==> config.mk <==
export PLATFORM = sky130hd
export DESIGN_NAME = uart_apb_arbiter
export DESIGN_NICKNAME = d
export VERILOG_FILES = /design/src/rtl/uart_apb_arbiter.sv
export SDC_FILE = /design/constraint.sdc
export NUM_CORES = 1
export LEC_CHECK = 0
export BUFFER_PORTS_ARGS = -buffer_cell sky130_fd_sc_hd__buf_2
export CORE_MARGIN = 2
export CORE_UTILIZATION = 39
export DETAILED_ROUTE_END_ITERATION = 12
export PLACE_DENSITY = 0.74
export SLEW_MARGIN = 0
export SYNTH_ARGS = -nofsm -noshare
export SYNTH_HDL_FRONTEND = slang
export SYNTH_SLANG_ARGS = --single-unit
export TNS_END_PERCENT = 20
==> constraint.sdc <==
create_clock -name clk -period 1.68 [get_ports clk]
set_clock_uncertainty 0.2 [all_clocks]
set_input_delay 0 -clock clk [delete_from_list [all_inputs] [get_ports clk]]
set_output_delay 0 -clock clk [all_outputs]
set_load 0.005 [all_outputs]
==> src/rtl/uart_apb_arbiter.sv <==
// Round-robin arbiter sharing the UART's APB slave port between two hold-until-done requesters.
// Each grant runs one SETUP/ACCESS transfer with a pready watchdog, then returns data and error.
module uart_apb_arbiter #(
   parameter int APB_ADDR_WIDTH = 8,
   parameter int DATA_WIDTH     = 32,
   parameter int TIMEOUT        = 16
) (
   input  logic                      clk,
   input  logic                      rst,
   input  logic [1:0]                req_i,
   input  logic                      wr0_i,
   input  logic                      wr1_i,
   input  logic [APB_ADDR_WIDTH-1:0] addr0_i,
   input  logic [APB_ADDR_WIDTH-1:0] addr1_i,
   input  logic [DATA_WIDTH-1:0]     wdata0_i,
   input  logic [DATA_WIDTH-1:0]     wdata1_i,
   input  logic [DATA_WIDTH/8-1:0]   strb0_i,
   input  logic [DATA_WIDTH/8-1:0]   strb1_i,
   output logic [1:0]                done_o,
   output logic [DATA_WIDTH-1:0]     rdata_o,
   output logic                      err_o,
   output logic [APB_ADDR_WIDTH-1:0] paddr_o,
   output logic                      psel_o,
   output logic                      penable_o,
   output logic                      pwrite_o,
   output logic [DATA_WIDTH-1:0]     pwdata_o,
   output logic [DATA_WIDTH/8-1:0]   pstrb_o,
   input  logic [DATA_WIDTH-1:0]     prdata_i,
   input  logic                      pready_i,
   input  logic                      pslverr_i
);

   localparam int STRB_W = DATA_WIDTH / 8;
   localparam int WD_W   = $clog2(TIMEOUT);
   localparam logic [WD_W-1:0] WD_LAST = WD_W'(TIMEOUT - 1);

   typedef enum logic [1:0] {IDLE, SETUP, ACCESS, DONE} state_t;

   state_t                    state_q, state_d;
   logic                      last_q, last_d;
   logic                      grant_q, grant_d;
   logic [WD_W-1:0]           wd_q, wd_d;
   logic                      psel_q, psel_d;
   logic                      penable_q, penable_d;
   logic                      pwrite_q, pwrite_d;
   logic [APB_ADDR_WIDTH-1:0] paddr_q, paddr_d;
   logic [DATA_WIDTH-1:0]     pwdata_q, pwdata_d;
   logic [STRB_W-1:0]         pstrb_q, pstrb_d;
   logic [1:0]                done_q, done_d;
   logic [DATA_WIDTH-1:0]     rdata_q, rdata_d;
   logic                      err_q, err_d;
   logic                      pick;

   always_comb begin
      state_d   = state_q;
      last_d    = last_q;
      grant_d   = grant_q;
      wd_d      = wd_q;
      psel_d    = psel_q;
      penable_d = penable_q;
      pwrite_d  = pwrite_q;
      paddr_d   = paddr_q;
      pwdata_d  = pwdata_q;
      pstrb_d   = pstrb_q;
      done_d    = 2'b00;
      rdata_d   = rdata_q;
      err_d     = err_q;
      pick      = 1'b0;
      case (state_q)
         IDLE: begin
            if (|req_i) begin
               // On contention the requester not served last time wins.
               pick     = (req_i == 2'b11) ? ~last_q : req_i[1];
               grant_d  = pick;
               last_d   = pick;
               pwrite_d = pick ? wr1_i    : wr0_i;
               paddr_d  = pick ? addr1_i  : addr0_i;
               pwdata_d = pick ? wdata1_i : wdata0_i;
               pstrb_d  = pick ? strb1_i  : strb0_i;
               psel_d   = 1'b1;
               state_d  = SETUP;
            end
         end
         SETUP: begin
            penable_d = 1'b1;
            wd_d      = '0;
            state_d   = ACCESS;
         end
         ACCESS: begin
            if (pready_i) begin
               rdata_d   = pwrite_q ? '0 : prdata_i;
               err_d     = pslverr_i;
               psel_d    = 1'b0;
               penable_d = 1'b0;
               done_d    = grant_q ? 2'b10 : 2'b01;
               state_d   = DONE;
            end else if (wd_q == WD_LAST) begin
               rdata_d   = '0;
               err_d     = 1'b1;
               psel_d    = 1'b0;
               penable_d = 1'b0;
               done_d    = grant_q ? 2'b10 : 2'b01;
               state_d   = DONE;
            end else begin
               wd_d = wd_q + 1'b1;
            end
         end
         DONE: begin
            state_d = IDLE;
         end
         default: begin
            state_d = IDLE;
         end
      endcase
   end

   always_ff @(posedge clk) begin
      if (rst) begin
         state_q   <= IDLE;
         last_q    <= 1'b1;
         grant_q   <= 1'b0;
         wd_q      <= '0;
         psel_q    <= 1'b0;
         penable_q <= 1'b0;
         pwrite_q  <= 1'b0;
         paddr_q   <= '0;
         pwdata_q  <= '0;
         pstrb_q   <= '0;
         done_q    <= 2'b00;
         rdata_q   <= '0;
         err_q     <= 1'b0;
      end else begin
         state_q   <= state_d;
         last_q    <= last_d;
         grant_q   <= grant_d;
         wd_q      <= wd_d;
         psel_q    <= psel_d;
         penable_q <= penable_d;
         pwrite_q  <= pwrite_d;
         paddr_q   <= paddr_d;
         pwdata_q  <= pwdata_d;
         pstrb_q   <= pstrb_d;
         done_q    <= done_d;
         rdata_q   <= rdata_d;
         err_q     <= err_d;
      end
   end

   assign done_o    = done_q;
   assign rdata_o   = rdata_q;
   assign err_o     = err_q;
   assign paddr_o   = paddr_q;
   assign psel_o    = psel_q;
   assign penable_o = penable_q;
   assign pwrite_o  = pwrite_q;
   assign pwdata_o  = pwdata_q;
   assign pstrb_o   = pstrb_q;

endmodule
==> results_dict.tcl <==
set metrics [dict create \
    finalMaxSlewViolations 0 \
    slowest_delay_ns 0.34 \
    worstMarginPinSlew_ns 0.438 \
    syn_area_um2 3630 \
    critPathKind "reg -> reg" \
    required_ns 1.76 \
    clk-insertion-delay-late_ns 0.35 \
    dr.pass1.iters 4 \
    synth_cell_types 34 \
    cp.arrival_ns 1.75 \
    clk_pin_slew_ns 0.10 \
    synth-compound-area-share_pct 21.1 \
    htreeDepth 3 \
    rsz0062_at_grt "yes" \
    fp.coreArea_um2 9150 \
    post-route-period-util_pct 99.1 \
    drt-initial-drc-count 133 \
    peakVddDrop_mv 0.647 \
    endpoint_kind "register" \
    seq_area_frac_synth_pct 49.6 \
    synth_top_area_share_pct 49.6 \
    die_h_um 101 \
    first_global_vias 4212 \
    worst_slack_ns 0.0159 \
    cts-buffers-inserted 9 \
    antenna_left 0 \
    status "finished clean" \
    io_buffers 209 \
    yosys_warnings 0 \
    antenna_found_initial 1 \
    viasPerCell 5.22 \
    hold_viol 0 \
    synth.avg_cell_area_um2 10.7 \
    period_minus_slack_ns 1.66 \
    layout.cells.non_filler 812 \
    synth_top_area_cell "dfxtp_1" \
    io_pins 210 \
    worstPathMaxFanout 8 \
    synth_top_family_by_area "compound AO/OA/AOI/OAI gates" \
    synthCells 341 \
    synth-simple-area-share_pct 8.47 \
    path_buf_inv 4 \
    start_util_pct 39.7 \
    synth_fa_ha_area_share_pct 1.72 \
    hp-class "in -> reg" \
    dp_hpwl_um 6980 \
    regToRegSetupSlack_ns 0.02 \
    synth_xor_area_share_pct 0 \
    syn_to_final_growth_pct 84.6 \
    fillers 559 \
    nets 828 \
    gp_congestion 0.821 \
    cp_cell_sequence "inv_4 -> ha_4 -> buf_6 -> nand2_2 -> nor3_4 -> buf_12 -> clkbuf_16 -> a22o_1" \
    gr-total-overflow 0 \
    yosys_register_bits 90 \
    worst_path_max_delay_cell "dfxtp_2" \
    maxSlewHeadroom_pct 70.8 \
    setup_tns_ns 0 \
    max_clock_freq_ghz 0.601 \
    grt_usage_pct 25.2 \
    dp_slack_ns -0.160 \
    cts.sinks 90 \
    grt_max_degree 47 \
    drive_gt1_share_pct 41.4 \
    cts_root_buffer "clkbuf_8" \
    ys_top_cells_by_area "dfxtp_1 (50%), mux2i_1 (13%), a211oi_1 (9.3%)" \
    synth_nets 474 \
    critPathTopFamily "buffers and inverters" \
    avgRoutedWirePerCell_um 17.5 \
    max-cap-violations 0 \
    fp-row-count 35 \
    synth_mux_area_share_pct 12.7 \
    num_vias 4239 \
    die_x_um 101 \
    dpl.cell_count 653 \
    cts_buffer_depth 2 \
    drt_wl_total_um 14200 \
    grt_pass1_wl_um 20100 \
    cts_tree "done" \
    setup_violations 0 \
    power.density_nw_per_um2 1170 \
    startpoint_type "register" \
    power_leakage_nw 3.10 \
    dieArea_um2 10100 \
    finish.utilization_pct 73.3 \
    drc_errors 0 \
]
## per-layer routing
layer	GRT usage (%)	vias up	share of wire [%]
met1	27.1	1969	38
li1	-	1968	-
met2	43.8	255	50
met5	0	-	0
met4	11.6	0	3.2
met3	9.71	47	8.8
## area by class of cell
class                      count  area [um^2]  area share [%]
timing repair buffer         371         2810            41.9
sequential                    90         1810            27.0
multi-input combinational    219         1750            26.1
tap                          111          139            2.07
clock buffer                   9          124            1.85
clock inverter                 7         53.8           0.802
inverter                       4         17.5           0.261
antenna                        1         2.50          0.0373
## state kept, by name, summed over array words and instances, names as in the netlist, 2 cells and up
name	cells
pstrb_o	4
paddr_o	8
done_o	2
wd_q	4
state_q	2
rdata_o	32
pwdata_o	32
## cell families (layout without fill, tap and decap cells)
| family | after synthesis | after routing |
|---|---|---|
| DFF | 90 | 90 |
| AOI/OAI and AO/OA | 97 | 97 |
| other | 0 | 1 |
| and+or+nand+nor | 71 | 71 |
| buffers and inverters | 32 | 391 |
| muxes | 46 | 46 |
| adders and majority gates | 5 | 5 |
## placed cells by master (no fill, tap or decap), types with 3 or more instances in the layout
cell / n
a211oi_2: 7
nor3_1: 4
a211oi_1: 38
nand3_1: 3
nand2_1: 3
mux2i_1: 44
buf_12: 9
nand2b_1: 4
buf_6: 3
dfxtp_1: 87
clkbuf_8: 9
a21oi_1: 7
buf_4: 17
dlygate4sd3_1: 127
buf_2: 209
clkinvlp_4: 3
a22o_1: 32
clkbuf_16: 6
nor2_1: 48
## per-stage QoR
stage                     total power [mW]  cell area, um^2  hold slack (ns)
after floorplan                       4.47             3630          -0.0745
after global placement                5.44             4840           0.0115
after detailed placement              5.54             4840           0.0140
after CTS                             7.15             6310            0.163
after global routing                  8.33             6710            0.172
final                                 7.85             6710            0.193
## worst reg2reg max path, delay by kind of cell, from the launching register on
family / cells / cell delay (ns)
AOI/OAI and AO/OA: 1 / 0.14
buffers and inverters: 4 / 0.48
DFF: 1 / 0.34
adders and majority gates: 1 / 0.14
and+or+nand+nor: 2 / 0.29
## worst paths after layout
kind / startpoint / end / depth (start not counted)
hold reg to reg: grant_q$_SDFFE_PP0P_ / done_o[0]$_SDFF_PP0_ / 1
hold / removal: prdata_i[4] / rdata_o[4]$_SDFFE_PP0P_ / 3
setup reg to reg: state_q[0]$_SDFFE_PP0P_ / rdata_o[5]$_SDFFE_PP0P_ / 8
setup / recovery: state_q[0]$_SDFFE_PP0P_ / rdata_o[5]$_SDFFE_PP0P_ / 8
## power by group
group          internal, mW  leakage, nW  switching [mW]
Clock                 0.548       0.0822           0.790
Sequential             2.67        0.740           0.318
Combinational          1.84         2.28            1.69
## cell usage after synthesis, drive strengths merged
| master | count |
|---|---|
| a2111oi | 1 |
| a211o | 1 |
| a211oi | 45 |
| a21bo | 1 |
| a21boi | 1 |
| a21oi | 8 |
| a221oi | 1 |
| a22o | 32 |
| a311oi | 1 |
| a31o | 1 |
| a31oi | 1 |
| a32oi | 1 |
| a41oi | 1 |
| and2b | 1 |
| buf | 16 |
| clkbuf | 12 |
| dfxtp | 90 |
| ha | 5 |
| inv | 4 |
| mux2i | 46 |
| nand2 | 4 |
| nand2b | 4 |
| nand3 | 4 |
| nor2 | 48 |
| nor2b | 1 |
| nor3 | 5 |
| nor3b | 1 |
| nor4 | 1 |
| o21a | 2 |
| or2 | 1 |
| or3b | 1 |
## timing repair
item                                   CTS  global route
gates cloned                             0             8
gates resized for setup                  8            24
buffers inserted                         0             7
hold buffers                           127             0
endpoints found under the hold margin   89             0
setup endpoints to repair                3            80
pin swaps                                1             6
Power figures use the tool's default switching activity.
